File: config.mk
export PLATFORM = sky130hd
export DESIGN_NAME = frame_tx
export DESIGN_NICKNAME = d
export VERILOG_FILES = /design/src/rtl/frame_tx.sv
export SDC_FILE = /design/constraint.sdc
export NUM_CORES = 1
export LEC_CHECK = 0
export ABC_CLOCK_PERIOD_IN_PS = 2220
export CORE_MARGIN = 5
export CORE_UTILIZATION = 52
export DETAILED_ROUTE_END_ITERATION = 10
export PLACE_DENSITY = 0.81
export SLEW_MARGIN = 15
export SYNTH_ARGS = -nofsm -noshare
export SYNTH_HDL_FRONTEND = slang
export SYNTH_SLANG_ARGS = --single-unit
File: constraint.sdc
create_clock -name clk -period 2.22 [get_ports clk]
set_clock_uncertainty 0.2 [all_clocks]
set_input_delay 0.333 -clock clk [delete_from_list [all_inputs] [get_ports clk]]
set_output_delay 0.333 -clock clk [all_outputs]
set_load 0.05 [all_outputs]
File: src/rtl/frame_tx.sv
// frame_tx -- byte-serial frame transmitter feeding a Manchester encoder.
//
// A frame is a start-of-frame ETU (tx_data=1) followed by each payload
// byte LSB first, optionally with an odd-parity ETU after each byte.
// After the frame, a fixed idle gap is enforced before the next frame.
// A one-byte holding register decouples the byte source from the shifter.
//
// Configuration macro:
//   FRAME_TX_PARITY_EN  defined   -> odd-parity ETU after every byte (9 ETUs/byte)
//                       undefined -> no parity ETU (8 ETUs/byte)
//
// Parameters:
//   ETU_CLKS   clocks per ETU (bit period), 2..255
//   GAP_ETUS   idle ETUs after each frame, 1..15
//
// Ports:
//   clk         single clock, all logic on posedge
//   rst         asynchronous active-high reset
//   in_byte     payload byte, transmitted LSB first
//   in_valid    in_byte/in_last valid
//   in_last     in_byte is the final byte of the frame
//   in_ready    holding register empty (byte taken on in_valid & in_ready)
//   tx_enable   encoder enable, high for the whole frame
//   tx_data     current bit to the encoder, 0 whenever tx_enable is 0
//   busy        high from start-of-frame through the end of the gap
//   frame_done  one-clock pulse at normal frame end
//   underrun    one-clock pulse when a frame aborts for lack of a byte
module frame_tx #(
    parameter int ETU_CLKS = 8,
    parameter int GAP_ETUS = 2
) (
    input  logic       clk,
    input  logic       rst,
    input  logic [7:0] in_byte,
    input  logic       in_valid,
    input  logic       in_last,
    output logic       in_ready,
    output logic       tx_enable,
    output logic       tx_data,
    output logic       busy,
    output logic       frame_done,
    output logic       underrun
);

`ifdef FRAME_TX_PARITY_EN
    typedef enum logic [2:0] {IDLE, SOF, DATA, PAR, GAP} state_t;
`else
    typedef enum logic [2:0] {IDLE, SOF, DATA, GAP} state_t;
`endif

    localparam logic [7:0] ETU_LAST = 8'(ETU_CLKS - 1);
    localparam logic [3:0] GAP_LAST = 4'(GAP_ETUS - 1);

    state_t      state_reg;
    logic [7:0]  etu_cnt_reg;
    logic [2:0]  bit_cnt_reg;
    logic [3:0]  gap_cnt_reg;
    logic [7:0]  shift_reg;
    logic        last_reg;
    logic [7:0]  hold_byte_reg;
    logic        hold_last_reg;
    logic        hold_full_reg;
`ifdef FRAME_TX_PARITY_EN
    logic        par_reg;
`endif

    logic etu_last;
    logic byte_end;
    logic gap_end;
    logic do_load;

    assign in_ready = !hold_full_reg;
    assign etu_last = (etu_cnt_reg == ETU_LAST);

    // Last clock of a byte's final ETU: this is where the holding register
    // is inspected to decide between continue, normal end, or underrun.
`ifdef FRAME_TX_PARITY_EN
    assign byte_end = (state_reg == PAR) && etu_last;
`else
    assign byte_end = (state_reg == DATA) && etu_last && (bit_cnt_reg == 3'd7);
`endif

    assign gap_end = (state_reg == GAP) && etu_last && (gap_cnt_reg == GAP_LAST);

    // Holding register moves into the shifter when a new frame starts
    // (from IDLE, or straight out of the gap) or a frame continues.
    // hold_full_reg is the pre-edge value, so a byte accepted on this same
    // edge is never seen by the decision.
    assign do_load = hold_full_reg &&
                     ((state_reg == IDLE) || gap_end || (byte_end && !last_reg));

    always_ff @(posedge clk or posedge rst) begin
        if (rst) begin
            state_reg     <= IDLE;
            etu_cnt_reg   <= '0;
            bit_cnt_reg   <= '0;
            gap_cnt_reg   <= '0;
            shift_reg     <= '0;
            last_reg      <= 1'b0;
            hold_byte_reg <= '0;
            hold_last_reg <= 1'b0;
            hold_full_reg <= 1'b0;
`ifdef FRAME_TX_PARITY_EN
            par_reg       <= 1'b0;
`endif
            tx_enable     <= 1'b0;
            tx_data       <= 1'b0;
            busy          <= 1'b0;
            frame_done    <= 1'b0;
            underrun      <= 1'b0;
        end else begin
            frame_done <= 1'b0;
            underrun   <= 1'b0;

            if (in_valid && !hold_full_reg) begin
                hold_byte_reg <= in_byte;
                hold_last_reg <= in_last;
                hold_full_reg <= 1'b1;
            end

            case (state_reg)
                IDLE: begin
                    if (hold_full_reg) begin
                        state_reg   <= SOF;
                        etu_cnt_reg <= '0;
                        tx_enable   <= 1'b1;
                        tx_data     <= 1'b1;
                        busy        <= 1'b1;
                    end
                end
                SOF: begin
                    if (etu_last) begin
                        etu_cnt_reg <= '0;
                        bit_cnt_reg <= '0;
                        state_reg   <= DATA;
                        tx_data     <= shift_reg[0];
                    end else begin
                        etu_cnt_reg <= etu_cnt_reg + 8'd1;
                    end
                end
                DATA: begin
                    if (etu_last) begin
                        etu_cnt_reg <= '0;
                        if (bit_cnt_reg == 3'd7) begin
`ifdef FRAME_TX_PARITY_EN
                            state_reg <= PAR;
                            tx_data   <= par_reg;
`endif
                        end else begin
                            bit_cnt_reg <= bit_cnt_reg + 3'd1;
                            shift_reg   <= shift_reg >> 1;
                            tx_data     <= shift_reg[1];
                        end
                    end else begin
                        etu_cnt_reg <= etu_cnt_reg + 8'd1;
                    end
                end
`ifdef FRAME_TX_PARITY_EN
                PAR: begin
                    if (etu_last) begin
                        etu_cnt_reg <= '0;
                    end else begin
                        etu_cnt_reg <= etu_cnt_reg + 8'd1;
                    end
                end
`endif
                GAP: begin
                    if (etu_last) begin
                        etu_cnt_reg <= '0;
                        if (gap_cnt_reg == GAP_LAST) begin
                            gap_cnt_reg <= '0;
                            // A byte already waiting starts the next frame
                            // without an extra idle clock.
                            if (hold_full_reg) begin
                                state_reg <= SOF;
                                tx_enable <= 1'b1;
                                tx_data   <= 1'b1;
                            end else begin
                                state_reg <= IDLE;
                                busy      <= 1'b0;
                            end
                        end else begin
                            gap_cnt_reg <= gap_cnt_reg + 4'd1;
                        end
                    end else begin
                        etu_cnt_reg <= etu_cnt_reg + 8'd1;
                    end
                end
                default: begin
                    state_reg <= IDLE;
                end
            endcase

            // Byte-end decision overrides whatever the case above chose.
            if (byte_end) begin
                etu_cnt_reg <= '0;
                bit_cnt_reg <= '0;
                gap_cnt_reg <= '0;
                if (!last_reg && hold_full_reg) begin
                    state_reg <= DATA;
                    tx_data   <= hold_byte_reg[0];
                end else begin
                    state_reg  <= GAP;
                    tx_enable  <= 1'b0;
                    tx_data    <= 1'b0;
                    frame_done <= last_reg;
                    underrun   <= !last_reg;
                end
            end

            if (do_load) begin
                shift_reg     <= hold_byte_reg;
                last_reg      <= hold_last_reg;
                hold_full_reg <= 1'b0;
`ifdef FRAME_TX_PARITY_EN
                par_reg       <= ~(^hold_byte_reg);
`endif
            end
        end
    end

endmodule

==> summary.txt, run 1 <==
Synth
  – Top cells by area, synth: dfrtp_1 44%, ha_1 5.9%, mux2_2 4.8%, a21oi_1 4.5%, inv_1 3.0%
  – Seq/Total Area, Yosys: 43.62%
  – Avg Cell Area, Syn: 9.925 um2
  – Area share of the largest cell type after synthesis: 43.62%
  – Post-synth net total: 260
  – Synth Flop Type: dfrtp_1
  – Fraction of registers with async set or reset after synthesis: 100.0%
  – Synth unique cells: 55
  – Yosys reg bits: 41
  – Area leader, netlist: dfrtp_1
  – Yosys Warn Count: 0
  – EDFF count, synth: 0
  – Cell count after synthesis: 237
  – Synthesized area: 0.002352 mm2

Clock tree
  – H-tree Lvls: 2
  – CTS sink cnt: 41
  – Hold_buf cts: 0
  – CTS clk-pin slew, worst paths: 0.08 ns
  – CTS root buffer: clkbuf_8
  – CTS Buffer Depth: 2
  – CTS tree: built
  – CTS Buf Count: 5
  – Postcts setup bufs: 0
  – Worst-Skew Late Latency: 0.30 ns

Setup path
  – Worst r2r path cells: 6
  – Worst EP arrival: 2.15 ns
  – Crit-path max FO: 8
  – R2R Path Start: etu_cnt_reg[0]
  – Startpoint Class: flip-flop
  – CP required: 2.23 ns
  – Critical Path End: shift_reg[1]
  – Crit path launch: etu_cnt_reg[0]
  – Flop2flop setup slack: 0.08 ns
  – CP endpoint kind: flip-flop
  – Worst r2r dst: shift_reg[1]
  – Crit path kind: flip-flop to flip-flop

Die
  – FP Rows: 24
  – Die Span Y: 77.26 um
  – I/O pin count: 18
  – Core area: 0.004384 mm2
  – Initial Utilization: 53.65%
  – Die width: 77.26 um
  – Die area: 0.005968 mm2

STA
  – Fin Setup TNS: 0 ns
  – Count of final setup violators: 0
  – Final Cycle Share: 96.33%
  – Worst slew pin tran: 0.5161 ns
  – Fmax: 0.4676 GHz
  – Pins Over Slew Limit: 0
  – Slew headroom: 65.59%
  – Fin. Hold Viols: 0
  – RSZ-0062 raised after global routing: no
  – Post-route minimum period: 2.138 ns
  – Slack of the critical path: 0.08157 ns

Pwr
  – PwrDens: 616.3 mW/mm2
  – Net Switching: 379.9 uW
  – Net Sw Frac: 21.73%
  – Clock power frac: 41.8%
  – Sequential Power Share: 49.0%
  – Leakage power: 0.001299 uW
  – VDD IR max: 0.0004649 V
  – Cell Int Power: 1368 uW
  – Gate power share: 9.1%

Global route
  – First-pass GRT wire length: 9039 um
  – Largest net degree at the start of global routing: 42
  – GR Util All Layers: 18.40%
  – Number of global-route vias before repair: 1981
  – Grt total ovfl: 0
  – Initial antenna violation count: 0

Detailed routing
  – Avg WL per Cell: 16.21 um
  – Routed Antenna Nets: 0
  – Initial DRC count: 154
  – WL final: 5219 um
  – DRT Pass-1 Iters: 4
  – Vias per cell: 5.866
  – Vias: 1889
  – DRC Markers: 0

Final layout
  – Area Growth Syn to Fin: 20.59%
  – Commonest non-fill, non-tap cell in the layout: dfrtp_1
  – Layout cell share with drive strength beyond 1: 19.63%
  – N_diodes: 0
  – Layout Nets: 292
  – Most frequent cells in the layout: 41 x dfrtp_1, 21 x a21oi_1, 20 x buf_4

Place
  – Worst slack, placed: 0.09132 ns
  – Post-DP HPWL: 3662 um
  – Number of buffers added on ports: 17
  – Routability cong.: 0.8559

Job
  – Max_cap viols: 0

Outcome
  – Status: finished clean

Min path
  – Hold WC Path Type: input port to asynchronous set/reset pin
-- synthesized netlist by cell type (all sizes together), types with 3 or more instances --
library cell / count
dfrtp: 41
and2: 3
o21ai: 14
a31oi: 3
a2bb2oi: 7
inv: 19
nand4: 3
clkbuf: 6
o211ai: 3
a22o: 3
a21oi: 22
a31o: 3
nand3: 3
mux2: 10
or3: 6
nor3: 4
ha: 11
buf: 6
and3: 5
nand2: 17
nor2: 7
o21a: 4
mux2i: 3
nor2b: 7
-- cell families after synthesis --
family                   after synthesis  share of synthesized area, %
flip-flops                            41                         43.62
buffers and inverters                 31                         5.585
AO/OA/AOI/OAI                         72                         21.54
adder cells (fa/ha/maj)               11                         5.851
AND/OR/NAND/NOR                       69                         17.34
multiplexers                          13                         6.064
-- through the flow --
step	util [%]	power (uW)	hold WS [ns]	instance area, um2	cells
floorplan	-	980.1	0.2498	2352	237
global placement	61.30	1027	0.2806	2688	314
detailed placement	61.30	1033	0.2968	2688	314
CTS	64.58	1763	0.2857	2831	322
global route	64.70	1824	0.3150	2836	322
finish	64.70	1748	0.2694	2836	322
-- repair_timing --
action | 4_1_cts | 5_1_grt
pin swaps | 0 | 2
resized for setup | 1 | 1
setup endpoints to repair | 1 | 9
hold endpoints to repair | 0 | 0
-- power groups by stage --
stage	logic [uW]	clock network (uW)	registers [uW]
after floorplan	121	0	860
after global placement	155	0	872
after detailed placement	161	0	873
after CTS	161	743	858
after global routing	176	781	867
final	159	731	857
-- worst min path at each step --
stage | from | endpoint | slack (ns)
3_3_place_gp | etu_cnt_reg[0] | etu_cnt_reg[0] | 0.28
4_1_cts | rst | shift_reg[7] | 0.29
5_1_grt | rst | frame_done | 0.31
3_5_place_dp | hold_last_reg | hold_last_reg | 0.30
2_1_floorplan | in_byte[7] | hold_byte_reg[7] | 0.25
6_report | rst | gap_cnt_reg[2] | 0.27
-- worst max-delay path: stages, from the launching register on --
cell and delay, ns:
dfrtp_1 0.42, ha_1 0.28, and4bb_2 0.29, buf_4 0.17
and2_1 0.18, a31oi_4 0.28, a2bb2oi_1 0.23
-- metal layers --
metal,wire [um],vias up,GRT usage (%)
met3,172,7,3.513
met4,61,0,6.701
met2,2590,36,30.39
li1,-,923,-
met5,0,-,0
met1,2394,923,23.83
-- area by class of cell --
class	instances	area [um2]
clock inverter	3	68.82
timing repair buffer	37	330.3
inverter	19	71.32
multi-input combinational	165	1206
fill	333	1548
tap	52	65.06
clock buffer	5	68.82
sequential	41	1026
No activity file was read; power rests on OpenSTA's default activity.
==> inputs of run 2 (changes only) <==
--- a/config.mk
+++ b/config.mk
@@ -6,6 +6,7 @@
 export NUM_CORES = 1
 export LEC_CHECK = 0
 export ABC_CLOCK_PERIOD_IN_PS = 2220
+export CORE_ASPECT_RATIO = 0.9
 export CORE_MARGIN = 5
 export CORE_UTILIZATION = 52
 export DETAILED_ROUTE_END_ITERATION = 10
==> run 2 against run 1 <==
  * Cell count grew 4.0%
  * Worst hold slack lost 0.0086 ns
  * Clock-buffer cell count is the same
  * Utilization shrank 0.45 points
  * Sequential power grew 0.9%
  * Register-to-register slack gained 0.03 ns
  * Maximum frequency grew 1.5%
  * Final area shrank 0.26%
  * First-iteration DRC count grew 7.8%
  * Via count grew 0.21%
  * Routed wire length shrank 2.3%
  * Worst setup slack gained 0.031 ns
  * Critical endpoint is now shift_reg[5]
  * Largest cell class unchanged
==> summary.txt, run 2 (synthesis results as in run 1) <==
Outcome
  – Status: finished clean

Final layout
  – Most frequent cells in the layout: 41 x dfrtp_1, 23 x buf_4, 21 x a21oi_1
  – Area Growth Syn to Fin: 20.27%
  – Layout cell share with drive strength beyond 1: 20.88% (+1.2 points)
  – N_diodes: 0 (unchanged)
  – Layout Nets: 295 (+1.0%)
  – Commonest non-fill, non-tap cell in the layout: dfrtp_1
  – Fill cell count: 356 (+6.9%)

Setup path
  – R2R Path Start: state_reg[0]
  – Crit path launch: state_reg[0]
  – Startpoint Class: flip-flop
  – Crit path kind: flip-flop to flip-flop
  – Delay of the slowest cell on the worst path: 0.44 ns (+0.02 ns)
  – Flop2flop setup slack: 0.11 ns (+0.03 ns)
  – CP required: 2.25 ns (+0.02 ns)
  – Worst EP arrival: 2.13 ns (-0.02 ns)
  – Worst r2r dst: shift_reg[5]
  – Stages on the worst setup path: 7 (+1)
  – Critical Path End: shift_reg[5]
  – Critical path's top delay family: compound AO/OA/AOI/OAI gates
  – Slowest CP cell: dfrtp_1
  – Crit-path cells: inv_1 > ha_1 > nor4b_2 > buf_4 > and2_1 > a31oi_4 > a2bb2oi_1
  – Worst r2r path cells: 7 (+1)
  – Crit-path max FO: 8 (unchanged)
  – Buf/Inv on CP: 2 (+1)
  – CP endpoint kind: flip-flop

STA
  – Slack of the critical path: 0.1130 ns (+0.03142 ns)
  – Final Cycle Share: 94.91% (-1.4 points)
  – Post-route minimum period: 2.107 ns (-0.03142 ns)
  – Count of final setup violators: 0 (unchanged)
  – Pins Over Slew Limit: 0 (unchanged)
  – RSZ-0062 raised after global routing: no
  – Worst slew pin tran: 0.5097 ns (-0.006391 ns)
  – Fmax: 0.4746 GHz (+1.5%)
  – Slew headroom: 65.91% (+0.32 points)
  – Fin. Hold Viols: 0 (unchanged)
  – Fin Setup TNS: 0 ns (unchanged)

Clock tree
  – CTS root buffer: clkbuf_8
  – CTS Buf Count: 5 (unchanged)
  – H-tree Lvls: 2 (unchanged)
  – CTS Buffer Depth: 2 (unchanged)
  – CTS sink cnt: 41 (unchanged)
  – CTS tree: built
  – Worst-Skew Late Latency: 0.30 ns (about the same)
  – Hold_buf cts: 0 (unchanged)
  – CTS clk-pin slew, worst paths: 0.09 ns (about the same)

Min path
  – Hold WC Path Type: input port to asynchronous set/reset pin

Die
  – Initial Utilization: 53.42% (-0.23 points)
  – FP Rows: 23 (-4.2%)
  – Die area: 0.005970 mm2 (about the same)
  – I/O pin count: 18 (unchanged)
  – Core area: 0.004403 mm2 (+0.43%)
  – Die Span Y: 73.81 um (-4.5%)
  – Die width: 80.90 um (+4.7%)

Global route
  – Initial antenna violation count: 0 (unchanged)
  – Grt total ovfl: 0 (unchanged)
  – GR Util All Layers: 18.08% (-0.31 points)
  – Number of global-route vias before repair: 1774 (-10%)
  – Largest net degree at the start of global routing: 42 (unchanged)
  – First-pass GRT wire length: 8390 um (-7.2%)

Pwr
  – VDD IR max: 0.0005490 V (+18%)
  – PwrDens: 542.8 mW/mm2 (-12%)
  – Leakage power: 0.001279 uW (-1.6%)

Detailed routing
  – Vias per cell: 5.651 (-3.7%)
  – Avg WL per Cell: 15.22 um (-6.1%)
  – WL final: 5100 um (-2.3%)
  – Routed Antenna Nets: 0 (unchanged)
  – Vias: 1893 (+0.21%)
  – Initial DRC count: 166 (+7.8%)
  – DRT Pass-1 Iters: 4 (unchanged)
  – DRC Markers: 0 (unchanged)

Place
  – Worst slack, placed: 0.1082 ns (+0.01690 ns)
  – Number of buffers added on ports: 17 (unchanged)
  – Routability cong.: 0.9383 (+9.6%)
  – Post-DP HPWL: 3674 um (+0.32%)

Job
  – Max_cap viols: 0 (unchanged)
==> run 2: worst register-to-register path: cells and delay by family, from the launching register on <==
family | cells | cell delay, ns
compound gates | 2 | 0.51
flops | 1 | 0.44
simple gates | 2 | 0.35
buf+inv | 2 | 0.28
fa+ha+maj | 1 | 0.25
==> run 2: worst min-delay path by stage <==
stage / to / slack [ns] / cells after the start / start
global placement: etu_cnt_reg[0] / 0.28 / 1 / etu_cnt_reg[0]
CTS: underrun / 0.28 / 3 / rst
floorplan: hold_byte_reg[7] / 0.25 / 2 / in_byte[7]
global route: hold_last_reg / 0.33 / 3 / rst
detailed placement: hold_last_reg / 0.30 / 1 / hold_last_reg
finish: gap_cnt_reg[0] / 0.26 / 3 / rst
==> run 2: metal layers <==
metal  global-route usage (%)  wire length (um)  vias up  part of all wire (%)
li1                         -                 -      934                     -
met1                    24.55              2428      905                    48
met2                    28.35              2393       47                    47
met3                    4.534               231        7                   4.5
met4                    5.816                46        0                  0.90
met5                        0                 0        -                     0
==> run 2: per-stage QoR <==
stage                     hold WS, ns  util, %  cells  area [um2]  total power [uW]
after global placement         0.2802    61.84    327        2723              1026
after CTS                      0.2808    63.91    335        2814              1536
after floorplan                0.2498        -    237        2352             980.1
after global routing           0.3269    64.25    335        2829              1598
final                          0.2608    64.25    335        2829              1536
after detailed placement       0.3011    61.84    327        2723              1043
==> run 2: final cells by class <==
class / instances / area, um2 / share of cell area [%]
timing repair buffer: 40 / 352.8 / 12.47
clock inverter: 3 / 22.52 / 0.7961
inverter: 19 / 71.32 / 2.521
clock buffer: 5 / 68.82 / 2.433
tap: 62 / 77.57 / 2.742
sequential: 41 / 1026 / 36.27
multi-input combinational: 165 / 1210 / 42.77
==> run 2: repair_timing <==
action,4_1_cts,5_1_grt
resized for setup,0,3
setup buffers,0,0
setup endpoints to repair,0,6
==> run 2: power breakdown <==
part	internal (uW)	switching (uW)
Combinational	103	61.0
Sequential	815	49.0
Clock	221	286
